$ cat src/rtl/stopwatch_pkg.sv
// Shared definitions for the stopwatch control slice: FSM state encoding and
// default timing parameters for the 50 MHz board clock.
package stopwatch_pkg;

  typedef enum logic [1:0] {
    IDLE  = 2'd0,
    RUN   = 2'd1,
    PAUSE = 2'd2,
    LAP   = 2'd3
  } sw_state_e;

  localparam int DEFAULT_TICK_DIV        = 50_000_000;
  localparam int DEFAULT_DEBOUNCE_CYCLES = 1_000_000;

endpackage

$ cat src/rtl/key_conditioner.sv
// Conditions one active-low push-button: 2-flop synchronizer, debounce filter
// and a one-cycle pulse on each accepted press (debounced 1->0).
module key_conditioner
  import stopwatch_pkg::*;
#(
  parameter int DEBOUNCE_CYCLES = DEFAULT_DEBOUNCE_CYCLES
) (
  input  logic clock,
  input  logic reset,
  input  logic key_n,
  output logic press
);

  localparam int CW = $clog2(DEBOUNCE_CYCLES + 1);
  localparam logic [CW-1:0] CNT_LAST = CW'(DEBOUNCE_CYCLES - 1);

  logic          sync1, sync2;
  logic          level;
  logic [CW-1:0] cnt;
  logic [1:0]    valid_sr;
  logic          armed;

  // armed is set only once a genuinely released sample has passed the
  // synchronizer, so a button held through reset cannot produce a press.
  // NOTE: sequential state uses non-blocking assignments so every flop
  // samples pre-edge values regardless of statement order.
  always_ff @(posedge clock or negedge reset) begin
    if (!reset) begin
      sync1    <= 1'b1;
      sync2    <= 1'b1;
      level    <= 1'b1;
      cnt      <= '0;
      valid_sr <= 2'b00;
      armed    <= 1'b0;
      press    <= 1'b0;
    end else begin
      sync1    <= key_n;
      sync2    <= sync1;
      valid_sr <= {valid_sr[0], 1'b1};
      press    <= 1'b0;
      if (valid_sr[1] && sync2) armed <= 1'b1;
      if (sync2 != level) begin
        if (cnt == CNT_LAST) begin
          level <= sync2;
          cnt   <= '0;
          press <= armed && !sync2;
        end else begin
          cnt <= cnt + 1'b1;
        end
      end else begin
        cnt <= '0;
      end
    end
  end

endmodule

$ cat src/rtl/stopwatch_ctrl.sv
// Stopwatch control: button conditioning, 1 Hz tick prescaler and the
// IDLE/RUN/PAUSE/LAP sequencer driving the BCD counter and display register.
module stopwatch_ctrl
  import stopwatch_pkg::*;
#(
  parameter int TICK_DIV        = DEFAULT_TICK_DIV,
  parameter int DEBOUNCE_CYCLES = DEFAULT_DEBOUNCE_CYCLES
) (
  input  logic       clock,
  input  logic       reset,
  input  logic       enable,
  input  logic       start_n,
  input  logic       lap_n,
  output logic       count_en,
  output logic       count_clr,
  output logic       lap_latch,
  output logic       disp_hold,
  output logic [1:0] state
);

  localparam int PW = $clog2(TICK_DIV);
  localparam logic [PW-1:0] PRE_LAST = PW'(TICK_DIV - 1);

  logic          start_press, lap_press;
  logic          start_ev, lap_ev;
  logic          counting, tick;
  logic          clr_d, latch_d;
  logic [PW-1:0] prescaler;
  sw_state_e     state_q, state_d;

  key_conditioner #(.DEBOUNCE_CYCLES(DEBOUNCE_CYCLES)) u_start_key (
    .clock (clock),
    .reset (reset),
    .key_n (start_n),
    .press (start_press)
  );

  key_conditioner #(.DEBOUNCE_CYCLES(DEBOUNCE_CYCLES)) u_lap_key (
    .clock (clock),
    .reset (reset),
    .key_n (lap_n),
    .press (lap_press)
  );

  // Presses are dropped while disabled; start has priority over lap.
  assign start_ev = enable && start_press;
  assign lap_ev   = enable && lap_press && !start_ev;
  assign counting = enable && (state_q == RUN || state_q == LAP);
  assign tick     = counting && (prescaler == PRE_LAST);

  // NOTE: every combinational output gets a default first so no path
  // through the case leaves a variable unassigned (which would infer a latch).
  always_comb begin
    state_d = state_q;
    clr_d   = 1'b0;
    latch_d = 1'b0;
    case (state_q)
      IDLE: begin
        if (start_ev)    state_d = RUN;
        else if (lap_ev) clr_d   = 1'b1;
      end
      RUN: begin
        if (start_ev) begin
          state_d = PAUSE;
        end else if (lap_ev) begin
          state_d = LAP;
          latch_d = 1'b1;
        end
      end
      LAP: begin
        if (start_ev)    state_d = PAUSE;
        else if (lap_ev) state_d = RUN;
      end
      PAUSE: begin
        if (start_ev) begin
          state_d = RUN;
        end else if (lap_ev) begin
          state_d = IDLE;
          clr_d   = 1'b1;
        end
      end
      default: state_d = IDLE;
    endcase
  end

  always_ff @(posedge clock or negedge reset) begin
    if (!reset) begin
      state_q   <= IDLE;
      prescaler <= '0;
      count_en  <= 1'b0;
      count_clr <= 1'b0;
      lap_latch <= 1'b0;
    end else begin
      state_q   <= state_d;
      count_en  <= tick;
      count_clr <= clr_d;
      lap_latch <= latch_d;
      if (state_d == IDLE)  prescaler <= '0;
      else if (tick)        prescaler <= '0;
      else if (counting)    prescaler <= prescaler + 1'b1;
    end
  end

  assign state     = state_q;
  assign disp_hold = (state_q == LAP);

endmodule

$ cat config.mk
export PLATFORM = sky130hd
export DESIGN_NAME = stopwatch_ctrl
export DESIGN_NICKNAME = d
export VERILOG_FILES = /design/src/rtl/stopwatch_pkg.sv /design/src/rtl/key_conditioner.sv /design/src/rtl/stopwatch_ctrl.sv
export SDC_FILE = /design/constraint.sdc
export NUM_CORES = 1
export LEC_CHECK = 0
export CELL_PAD_IN_SITES_DETAIL_PLACEMENT = 1
export CELL_PAD_IN_SITES_GLOBAL_PLACEMENT = 2
export CORE_MARGIN = 3
export CORE_UTILIZATION = 40
export CTS_CLUSTER_SIZE = 28
export DETAILED_ROUTE_END_ITERATION = 12
export GPL_ROUTABILITY_DRIVEN = 0
export PLACE_DENSITY_LB_ADDON = 0.1
export SLEW_MARGIN = 40
export SYNTH_ARGS = -nofsm -noshare
export SYNTH_HDL_FRONTEND = slang
export SYNTH_SLANG_ARGS = --single-unit
$ cat constraint.sdc
create_clock -name clock -period 2.8 [get_ports clock]
set_input_delay 0.7 -clock clock [delete_from_list [all_inputs] [get_ports clock]]
set_output_delay 0.7 -clock clock [all_outputs]
set_load 0.05 [all_outputs]
# Yosys cells after proc, flatten, opt, wreduce, memory -nomap -nowiden

Cells that the tools add are included.
Widths: inputs -> output; s select.

Register bits after elaboration: 85
Latch bits: 0
Bits in writable memories: 0
Bits in read-only memories: 0
Input port bits: 5
Output and inout bits: 6
Word-level logic and storage cells: 72
Memories kept: 0

Add/subtract/negate cells: 3
$mul: 0
Divide/modulo/power cells: 0
$lt $le $gt $ge: 0
Equal/unequal tests: 8
Shift-type cells: 0
Mux-type cells: 23
Bitwise operators: 0
Reductions and logical operators: 19

Operator list:

| cell                  | count |
|---|---|
| $mux 20               | 4 |
| $mux 26               | 3 |
| $add 20x1->20 const B | 2 |
| $eq 20x20->1 const B  | 2 |
| $add 26x1->26 const B | 1 |
| $eq 26x26->1 const B  | 1 |
| $mux 2                | 7 |
| $logic_and 1x1->1     | 9 |
| $mux 1                | 8 |
| $pmux 2 s4            | 1 |
| $eq 2x2->1 const B    | 2 |
| $logic_not 2->1       | 2 |
| $reduce_and 2->1      | 2 |
| $logic_not 1->1       | 3 |
| $reduce_bool 3->1     | 1 |
| $eq 2x1->1 const B    | 1 |
| $ne 1x1->1            | 2 |
| $reduce_or 2->1       | 1 |
| $logic_or 1x1->1      | 1 |

# Longest topological paths before layout

Depth in word-level cells: 8
Gate-level depth with buffers: 9
Gate-level depth less buffers: 6

# Cells and area by module

From an unflattened synthesis, not the netlist that was laid out.

Cells, all modules: 411
Area, all modules: 4180.3 um^2

Modules (own cells, without submodules):

| module          | instances | cells an instance | area an instance (um^2) | seq. area each (um^2) |
|---|---|---|---|---|
| key_conditioner | 2         | 114               | 1238.7                  | 679.4 |
| stopwatch_ctrl  | 1         | 183               | 1702.9                  | 775.7 |

# Least setup slack after synthesis

No wires, ideal clock.

Kind: reg2reg
Start point: register prescaler[11]
End point: register prescaler[21]
Setup time: 0.129 ns
Arrival time: 2.387 ns
Required time: 2.671 ns
Path slack: 0.284 ns
Cell stages (with the launch flop): 9
Buffers on the path: 3
Period minus slack after synthesis: 2.516 ns
Cell sequence: dfrtp_1 > buf_6 > or4b_1 > or4_1 > or4b_4 > buf_6 > buf_8 > a32oi_1 > o31ai_1

Longest elaborated chain between the ends: 4
Elaborated cells between the ends (all ways): 7
Those cells by class: 1 x add/sub; 1 x eq/ne; 3 x mux; 2 x reduce/logical

Ends and longest elaborated chain:

| element                                       | RTL line                                    | source |
|---|---|---|
| from (decl)                                   | stopwatch_ctrl.sv:28                        | `logic [PW-1:0] prescaler;` |
| from (signal assigned)                        | stopwatch_ctrl.sv:100                       | `else if (counting) prescaler <= prescaler + 1'b1;` |
| $add 26x1->26 or $eq 26x26->1 (tied branches) | stopwatch_ctrl.sv:100, stopwatch_ctrl.sv:49 |  |
| $mux 26 or $logic_and 1x1->1 (tied branches)  | stopwatch_ctrl.sv:100, stopwatch_ctrl.sv:49 |  |
| $mux 26                                       | stopwatch_ctrl.sv:99                        | `else if (tick) prescaler <= '0;` |
| $mux 26                                       | stopwatch_ctrl.sv:98                        | `if (state_d == IDLE) prescaler <= '0;` |

Parallel ways exist; a longest one is shown, timed or not. The select of a mux whose other input is x is not followed.
A chain may end at the register's enable or synchronous reset.

# Final worst setup path

Start point: input port enable
End point: register prescaler[8]

Longest elaborated chain between the ends: 8
Elaborated cells between the ends (all ways): 18
Those cells by class: 10 x mux; 8 x reduce/logical

Ends and longest elaborated chain:

| element                                                | RTL line                                                         | source |
|---|---|---|
| from (decl)                                            | stopwatch_ctrl.sv:11                                             | `input logic enable,` |
| $logic_and 1x1->1                                      | stopwatch_ctrl.sv:46                                             | `assign start_ev = enable && start_press;` |
| $logic_not 1->1                                        | stopwatch_ctrl.sv:47                                             | `assign lap_ev = enable && lap_press && !start_ev;` |
| $logic_and 1x1->1                                      | stopwatch_ctrl.sv:47                                             |  |
| $mux 2 (on tied branches)                              | stopwatch_ctrl.sv:77, stopwatch_ctrl.sv:65, stopwatch_ctrl.sv:72 |  |
| $mux 2 (on tied branches)                              | stopwatch_ctrl.sv:75, stopwatch_ctrl.sv:63, stopwatch_ctrl.sv:71 |  |
| $pmux 2 s4                                             | stopwatch_ctrl.sv:57                                             | `case (state_q)` |
| $logic_not 2->1                                        | stopwatch_ctrl.sv:98                                             |  |
| $reduce_bool 3->1 (no line) or $mux 26 (tied branches) | n/a                                                              |  |

Parallel ways exist; a longest one is shown, timed or not.

==> metrics.md <==
| Metric | Value |
|---|---|
| Lkg Pwr | 1.82 nW |
| WP data arrival | 2.79 ns |
| Layout cells sized above 1 | 10.8% |
| Post-CTS setup buffer count | 0 |
| Crit-path max FO | 10 |
| GRT Util Overall | 19.0% |
| Global route overflow | 0 |
| WL per Instance | 17.1 um |
| Sw Share | 23.6% |
| EDFF count, synth | 0 |
| Final std cells w/o fill | 595 |
| Pint | 1.65 mW |
| Clk_skew | 0.0145 ns |
| Area grow syn2layout | 12.2% |
| Starting DRT DRC Count | 135 |
| RSZ-0062 raised after global routing | false |
| Reg2Reg Depth | 6 |
| Worst Setup SP | enable |
| Pwr Total | 2.16 mW |
| FF-to-FF End | prescaler[8] |
| CTS Root Cell | clkbuf_8 |
| Post-CTS Resized | 0 |
| Die width | 108 um |
| Net count reported at finish | 465 |
| Max-slew headroom | 48.9% |
| Post-synthesis sequential area ratio | 49.9% |
| Vias in the first global route | 3,485 |
| R2r setup slk | 0.26 ns |
| Max-Cap Viols | 0 |
| Hold_buf cts | 0 |
| Synthesized area per cell | 9.53 sq um |
| Biggest area consumer among synthesized cells | dfrtp_1 |
| Setup crit end | prescaler[8] |
| Number of antenna violations at the first check in global routing | 0 |
| Fillcell total | 1,140 |
| DR vias | 3,343 |
| TritonCTS Buffers | 9 |
| Comb power frac | 2.7% |
| Die H | 108 um |
| Final worst-path cycle share | 91.4% |
| Clk_lat worst skew | 0.36 ns |
| Io pins | 11 |
| Worst Hold Class | input pin to async pin |
| Clock power share | 40.7% |
| Synth top area share | 46.1% |
| CTS sink cnt | 83 |
| Final Hold Fails | 0 |
| Routed Antenna Nets | 0 |
| CTS Buffer Depth | 2 |
| Worst-Margin Slew | 0.767 ns |
| Number of I/O port buffers | 10 |
| CP Launch Type | input pin |
| Site Rows | 36 |
| Data required, critical path | 3.03 ns |
| Commonest register cell after synthesis | dfrtp_1 |
| Diode count | 0 |
| CTS H-tree lvls | 3 |
| Sequential share of power | 56.5% |
| Max Clk Rate | 0.391 GHz |
| Net Count, Synth | 446 |
| # placed instances | 579 |
| #FFs+latches synth | 83 |
| Worst R2R Start | prescaler[8] |
| Core area | 9950 sq um |
| Synth warn | 0 |
| Setup WS pre-CTS | -0.139 ns |
| Finished Core Util | 47.1% |
| Worst Slack Setup Final | 0.242 ns |
| Drt drc | 0 |
| First-pass GRT wire length | 17,600 um |
| Synth cell count leaders | dfrtp_1 (77), nor2_1 (56), nand2_1 (42) |
| Final setup fails | 0 |
| Min Tclk post-route | 2.56 ns |
| Pwr dens | 461 nW/um^2 |
| CTS tree | yes |
| Initial Util | 41.9% |
| Clk slew on worst S/H paths | 0.09 ns |
| Die area | 11,700 sq um |
| WS Path Type | input pin to flop |
| Final Slew Violations | 0 |
| Routed Wire Length | 10,200 um |
| Async set-reset flop share out of synthesis | 100% |
| NetSw | 0.510 mW |
| Largest net degree at the start of global routing | 29 |
| Via density | 5.62 |
| Post-Syn Instances | 438 |
| Most frequent cell after synthesis | dfrtp_1 |
| Post-DP HPWL | 7230 um |
| Status | completed |
| Synthesized cell area | 4180 sq um |
| Critical Path Sink Type | flop |
| Synth top area cells | dfrtp_1 (46%), nor2_1 (5.0%), xnor2_1 (4.8%) |
| TritonRoute pass-1 iters | 4 |
| Worst VDD drop | 0.000370 V |
| Synth cell types | 50 |
[layout by cell type, fill, tap and decap left out, drive strengths merged, types with 10 or more instances in the layout]
| master | n |
|---|---|
| buf | 20 |
| dfrtp | 77 |
| nor3 | 10 |
| nand2 | 42 |
| nor2 | 56 |
| o21ai | 12 |
| nand4 | 23 |
| inv | 19 |
| and3 | 11 |
| xnor2 | 23 |
| clkbuf | 10 |
| xor2 | 15 |
| nand3 | 31 |
[worst min-delay path by stage]
stage,startpoint,endpoint,slack [ns]
after floorplan,u_lap_key.valid_sr[0],u_lap_key.valid_sr[1],0.33
after global placement,u_lap_key.valid_sr[0],u_lap_key.valid_sr[1],0.33
after detailed placement,u_start_key.sync1,u_start_key.sync2,0.35
after CTS,reset,prescaler[0],0.26
after global routing,reset,prescaler[0],0.26
final,reset,prescaler[16],0.26
[layer usage]
layer / wire length [um] / GRT usage (%)
met3: 248 / 3.82
met1: 4960 / 26.2
met2: 4880 / 30.9
met5: 0 / 0
met4: 106 / 4.60
[worst max-delay path: stages]
cell             delay (ns)
clkdlybuf4s50_1        0.47
nand2_1                0.09
or4_1                  0.47
or4b_4                 0.56
buf_4                  0.20
a31oi_1                0.17
o22ai_1                0.12
[sequential cells by signal, indices dropped and copies added, names as in the netlist]
| register | flops |
|---|---|
| count_clr | 1 |
| count_en | 1 |
| lap_latch | 1 |
| prescaler | 26 |
| state | 2 |
| u_lap_key.armed | 1 |
| u_lap_key.cnt | 20 |
| u_lap_key.level | 1 |
| u_lap_key.press | 1 |
| u_lap_key.sync1 | 1 |
| u_lap_key.sync2 | 1 |
| u_lap_key.valid_sr | 2 |
| u_start_key.armed | 1 |
| u_start_key.cnt | 20 |
| u_start_key.level | 1 |
| u_start_key.press | 1 |
| u_start_key.sync1 | 1 |
| u_start_key.sync2 | 1 |
[kinds of logic after synthesis]
logic type               Yosys count  synth area share (%)
AND/OR/NAND/NOR                  216                  26.8
flip-flops                        83                  49.9
AO/OA/AOI/OAI                     56                  9.38
XOR/XNOR                          38                  7.97
buffers and inverters             38                  4.14
adder cells (fa/ha/maj)            3                 0.899
multiplexers                       3                 0.779
other                              1                0.0898
[power groups by stage]
stage	clock [mW]	combinational, mW	sequential [mW]
final	0.880	0.0592	1.22
after floorplan	0	0.0212	1.24
after CTS	0.912	0.0623	1.22
after global routing	0.959	0.0697	1.22
after detailed placement	0	0.0620	1.25
after global placement	0	0.0607	1.24
[cell type report]
type	count	area [sq um]	share of cell area (%)
clock buffer	10	128	2.72
clock inverter	6	72.6	1.55
inverter	17	63.8	1.36
multi-input combinational	317	1920	40.9
sequential	83	2080	44.5
tap	133	166	3.55
timing repair buffer	29	253	5.39
[through the flow]
step                      instance area [sq um]  setup TNS [ns]  hold WS [ns]
after floorplan                            4180               0         0.331
final                                      4690               0         0.259
after CTS                                  4690               0         0.258
after global routing                       4690               0         0.260
after detailed placement                   4490           -2.36         0.348
after global placement                     4490           -1.27         0.335
Power figures use the tool's default switching activity.
==> edit 1, RTL diff (config.mk and constraints unchanged) <==
Change the package constant `DEFAULT_TICK_DIV` from 50_000_000 to 100_000_000.
--- a/src/rtl/stopwatch_pkg.sv
+++ b/src/rtl/stopwatch_pkg.sv
@@ -9,7 +9,7 @@
     LAP   = 2'd3
   } sw_state_e;
 
-  localparam int DEFAULT_TICK_DIV        = 50_000_000;
+  localparam int DEFAULT_TICK_DIV        = 100_000_000;
   localparam int DEFAULT_DEBOUNCE_CYCLES = 1_000_000;
 
 endpackage
Behaviour: same outputs for any inputs over 10 cycles, from zero or initial values and one cycle with reset low; that may be too few to reach the edited logic, so the function may still have changed.
==> edit 1 against the unedited design <==
  * Sequential cell count rose by 1
  * Final cell count fell by 7.7%
  * Largest power group unchanged
  * Maximum frequency rose by 0.37%
  * Design area fell by 4.2%
  * Wire length fell by 18%
  * Core utilization rose by 0.39 points
  * Setup slack improved by 9.5 ps
  * Total power rose by 2.3%
  * Synthesized area fell by 4.3%
==> edit 1: results (changes against the unedited design) <==
[cells_and_area]
antenna_cells = 0  ; unchanged
fin_cells = 549  ; was 595
final_nets = 423  ; was 465
largestRegisters = prescaler x27, u_lap_key.cnt x20, u_start_key.cnt x20  ; was prescaler x26, u_lap_key.cnt x20, u_start_key.cnt x20
layout-drive-gt1-share_pct = 10.48  ; was 10.82%

[global_routing]
met1_usage_pct = 21.62  ; was 26.16%
overflow = 0  ; unchanged
track_usage_pct = 16.50  ; was 18.97%
grt_max_degree = 41  ; was 29
grt_pass1_wl_um = 14700  ; was 17580 um
grt_use_met2_pct = 27.19  ; was 30.86%
first_global_vias = 2960  ; was 3485
antenna_found_initial = 0  ; unchanged
grtUsageMet3_pct = 4.189  ; was 3.821%

[placement]
hpwl_um = 5936  ; was 7230 um
dp_cells = 533  ; was 579

[clocking]
cts-root-buf = clkbuf_8  ; unchanged
post_cts_resized = 0  ; unchanged
cts_max_level = 3  ; unchanged
cts_made_buffers = 9  ; unchanged

[worst_setup_path]
arrival_ps = 1850  ; was 2790 ps
cp_slowest_cell = clkdlybuf4s50_1  ; was or4b_4
crit_end = disp_hold  ; was prescaler[8]$_DFFE_PN0P_
crit_start = state[0]$_DFF_PN0_  ; was enable
max_stage_delay_ps = 800  ; was 560 ps
r2r_end = u_lap_key.cnt[19]$_DFF_PN0_  ; was prescaler[8]$_DFFE_PN0P_
r2r_setup_slack_ps = 710  ; was 260 ps
reg2reg_depth = 6  ; unchanged
worstReg2RegStart = u_lap_key.cnt[0]$_DFF_PN0_  ; was prescaler[8]$_DFFE_PN0P_
crit_family = buffers and inverters  ; was simple AND/OR/NAND/NOR gates

[yosys]
syn_nets = 402  ; was 446
syn_avg_cell_area_um2 = 10.14  ; was 9.533 um2
ys_seq_area_share_pct = 52.82  ; was 49.93%
synth_commonest_cells = dfrtp_1 (78), nor2_1 (77), xnor2_1 (32)  ; was dfrtp_1 (77), nor2_1 (56), nand2_1 (42)
synth.distinct_cells = 49  ; was 50
ys_top_cells_by_area = dfrtp_1 (49%), nor2_1 (7.2%), xnor2_1 (7.0%)  ; was dfrtp_1 (46%), nor2_1 (5.0%), xnor2_1 (4.8%)
ys_warn_count = 0  ; unchanged

[route]
drt_iter0_drc = 101  ; was 135
dr.max_layer_used = met4  ; unchanged
wl_met2_um = 4045  ; was 4884 um
wl_met1_um = 4035  ; was 4959 um
wl_met3_um = 171  ; was 248 um
vias = 2838  ; was 3343
wire_per_inst_um = 15.24  ; was 17.14 um

[power_and_ir_drop]
p_leak_uw = 0.001794  ; was 0.001824 uW
internal_power_uw = 1705  ; was 1651 uW
power.share.switching_pct = 22.90  ; was 23.60%
ir_drop_mv = 0.2654  ; was 0.3703 mV
p_clk_uw = 917  ; was 880 uW
comb_power_share_pct = 2.6

[sta]
hold_viol_final = 0  ; unchanged
fin_skew_ps = 19.50  ; was 14.47 ps
max_slew_margin_pct = 53.79  ; was 48.87%

[status]
outcome = finished clean  ; unchanged

-- edit 1: cells by family (layout without fill, tap and decap cells) --
group           Yosys count  count (layout)  share of synthesized area [%]
fa+ha+maj                 3               3                         0.9399
other cells               1               1                        0.09389
compound gates           17              17                          3.290
flops                    84              84                          52.82
buf+inv                  17              43                          2.068
mux                       2               2                         0.5639
xor+xnor                 62              62                          13.60
simple gates            208             208                          26.63
-- edit 1: cell type report --
type                       instances  area, um2
sequential                        84       2110
multi-input combinational        293       1802
fill                            1099       4970
tap                              129      161.4
inverter                           8      30.03
timing repair buffer              19      177.7
clock inverter                     5      57.56
clock buffer                      11      151.4
-- edit 1: through the flow --
stage,instance area [um2],setup WS [ps],hold WS (ps)
finish,4489,251.5,289.8
global route,4489,133.6,317.1
CTS,4489,218.3,301.8
detailed placement,4280,154.0,349.7
global placement,4280,238.4,334.3
floorplan,3994,666.2,331.2
==> edit 2, RTL diff (same flow settings) <==
Without the edit above. Reset style: synchronous (`reset`), changed in 2 clocked blocks.
--- a/src/rtl/key_conditioner.sv
+++ b/src/rtl/key_conditioner.sv
@@ -24,7 +24,7 @@
   // synchronizer, so a button held through reset cannot produce a press.
   // NOTE: sequential state uses non-blocking assignments so every flop
   // samples pre-edge values regardless of statement order.
-  always_ff @(posedge clock or negedge reset) begin
+  always_ff @(posedge clock) begin
     if (!reset) begin
       sync1    <= 1'b1;
       sync2    <= 1'b1;
--- a/src/rtl/stopwatch_ctrl.sv
+++ b/src/rtl/stopwatch_ctrl.sv
@@ -83,7 +83,7 @@
     endcase
   end
 
-  always_ff @(posedge clock or negedge reset) begin
+  always_ff @(posedge clock) begin
     if (!reset) begin
       state_q   <= IDLE;
       prescaler <= '0;
Behaviour: no difference found for any inputs over 10 cycles, from zero or initial values and one cycle with reset low; that may be too few to reach the edited logic, so the function may still have changed.
==> edit 2 against the unedited design <==
  * Design area shrank 9.3%
  * Synthesized area shrank 9.9%
  * Non-clock buffer count shrank 7
  * Critical path type is now reg -> out
  * Setup slack lost 19 ps
  * Wire length shrank 15%
  * Sequential cell count is the same
  * Core utilization grew 0.51 points
Power is not compared: it rests on default switching activity, and its combinational part moved more than twofold at a synthesized area within 25%.
==> edit 2: results (changes against the unedited design) <==
[status]
outcome = finished clean  ; unchanged

[worst_setup_path]
cp_max_fo = 8  ; was 10
max_stage_delay_ps = 820  ; was 560 ps
arrival_ps = 1880  ; was 2790 ps
cp_slowest_cell = clkdlybuf4s50_1  ; was or4b_4
crit_family = buffers and inverters  ; was simple AND/OR/NAND/NOR gates
crit_start = state[0]$_SDFF_PN0_  ; was enable
reg2reg_depth = 4  ; was 6
r2r_end = u_lap_key.cnt[19]$_SDFF_PP0_  ; was prescaler[8]$_DFFE_PN0P_
worstReg2RegStart = u_lap_key.cnt[2]$_SDFF_PP0_  ; was prescaler[8]$_DFFE_PN0P_
crit_end = disp_hold  ; was prescaler[8]$_DFFE_PN0P_
r2r_setup_slack_ps = 710  ; was 260 ps

[cells_and_area]
fin_cells = 556  ; was 595
final_nets = 451  ; was 465
layout-drive-gt1-share_pct = 9.375  ; was 10.82%

[min_path]
holdCritPathClass = reg -> reg  ; was in -> async
hold_path_depth = 1
holdPathEnd = u_start_key.sync2$_SDFF_PN1_

[route]
drt_wl_total_um = 8694  ; was 10200 um
viasPerCell = 5.721  ; was 5.618
drt_iter0_drc = 99  ; was 135

[yosys]
synth_xor_xnor_area_share_pct = 8.610  ; was 7.971%
synth.distinct_cells = 41  ; was 50
synth_commonest_cells = dfxtp_1 (83), nor2_1 (34), nand3_1 (29)  ; was dfrtp_1 (77), nor2_1 (56), nand2_1 (42)
ys_async_sr_fraction_pct = 0  ; was 100.0%
synthAdderAreaFrac_pct = 0.9973  ; was 0.8990%
synth_compound_area_share_pct = 10.84  ; was 9.380%
muxShareOfSynthArea_pct = 0.2660  ; was 0.7791%
netlist_instances = 427  ; was 438
ys_top_cells_by_area = dfxtp_1 (44%), xnor2_1 (4.7%), nand4_1 (4.3%)  ; was dfrtp_1 (46%), nor2_1 (5.0%), xnor2_1 (4.8%)
ys_seq_area_share_pct = 44.15  ; was 49.93%
syn_nets = 435  ; was 446
synth_ff_type = dfxtp_1  ; was dfrtp_1

[global_routing]
grt_max_degree = 27  ; was 29
grt_pass1_wl_um = 15300  ; was 17580 um
first_global_vias = 3233  ; was 3485
track_usage_pct = 18.00  ; was 18.97%

[sta]
fin_crit_sh_pct = 92.04  ; was 91.36%
fin_skew_ps = 13.54  ; was 14.47 ps
timing.hold.ws_ps = 424.7  ; was 258.7 ps
tightest_slew_ps = 531.6  ; was 766.9 ps

[power_and_ir_drop]
p_leak_uw = 0.001219
powerDensity_nw_per_um2 = 504.9

[clocking]
cts_hold_buf = 0  ; unchanged
cts-root-buf = clkbuf_8  ; unchanged

[placement]
pre_cts_slack_ps = 145.8  ; was -139.5 ps
hpwl_um = 6090  ; was 7230 um
postPlaceCellArea_um2 = 4045  ; was 4486 um2
dp_cells = 540  ; was 579

-- edit 2: cell types whose count changed in the layout (fill, tap and decap cells not counted), moves of 9 or more --
cell and delta:
nor2_1 -22, dfrtp_1 -77, dfxtp_1 +83, o31ai_1 +9, a211oi_1 +11, a21oi_1 +13, nand2_1 -21, or4_1 +9
-- edit 2: logic make-up (layout without fill, tap and decap cells) --
family                   count (synthesis)  after routing
AO/OA/AOI/OAI                           64             64
XOR/XNOR                                37             37
adder cells (fa/ha/maj)                  3              3
buffers and inverters                   29             50
flip-flops                              83             83
multiplexers                             1              1
AND/OR/NAND/NOR                        210            210
-- edit 2: per-layer routing --
metal	track usage [%]	wire length, um
met5	0	0
met4	3.884	87
met1	23.03	4246
met2	30.59	4179
met3	4.668	181
-- edit 2: area by class of cell --
cell class | count | area (um2)
fill | 1054 | 4683
multi-input combinational | 315 | 2001
sequential | 83 | 1662
timing repair buffer | 22 | 202.7
tap | 108 | 135.1
clock buffer | 9 | 123.9
clock inverter | 7 | 81.33
inverter | 12 | 45.04
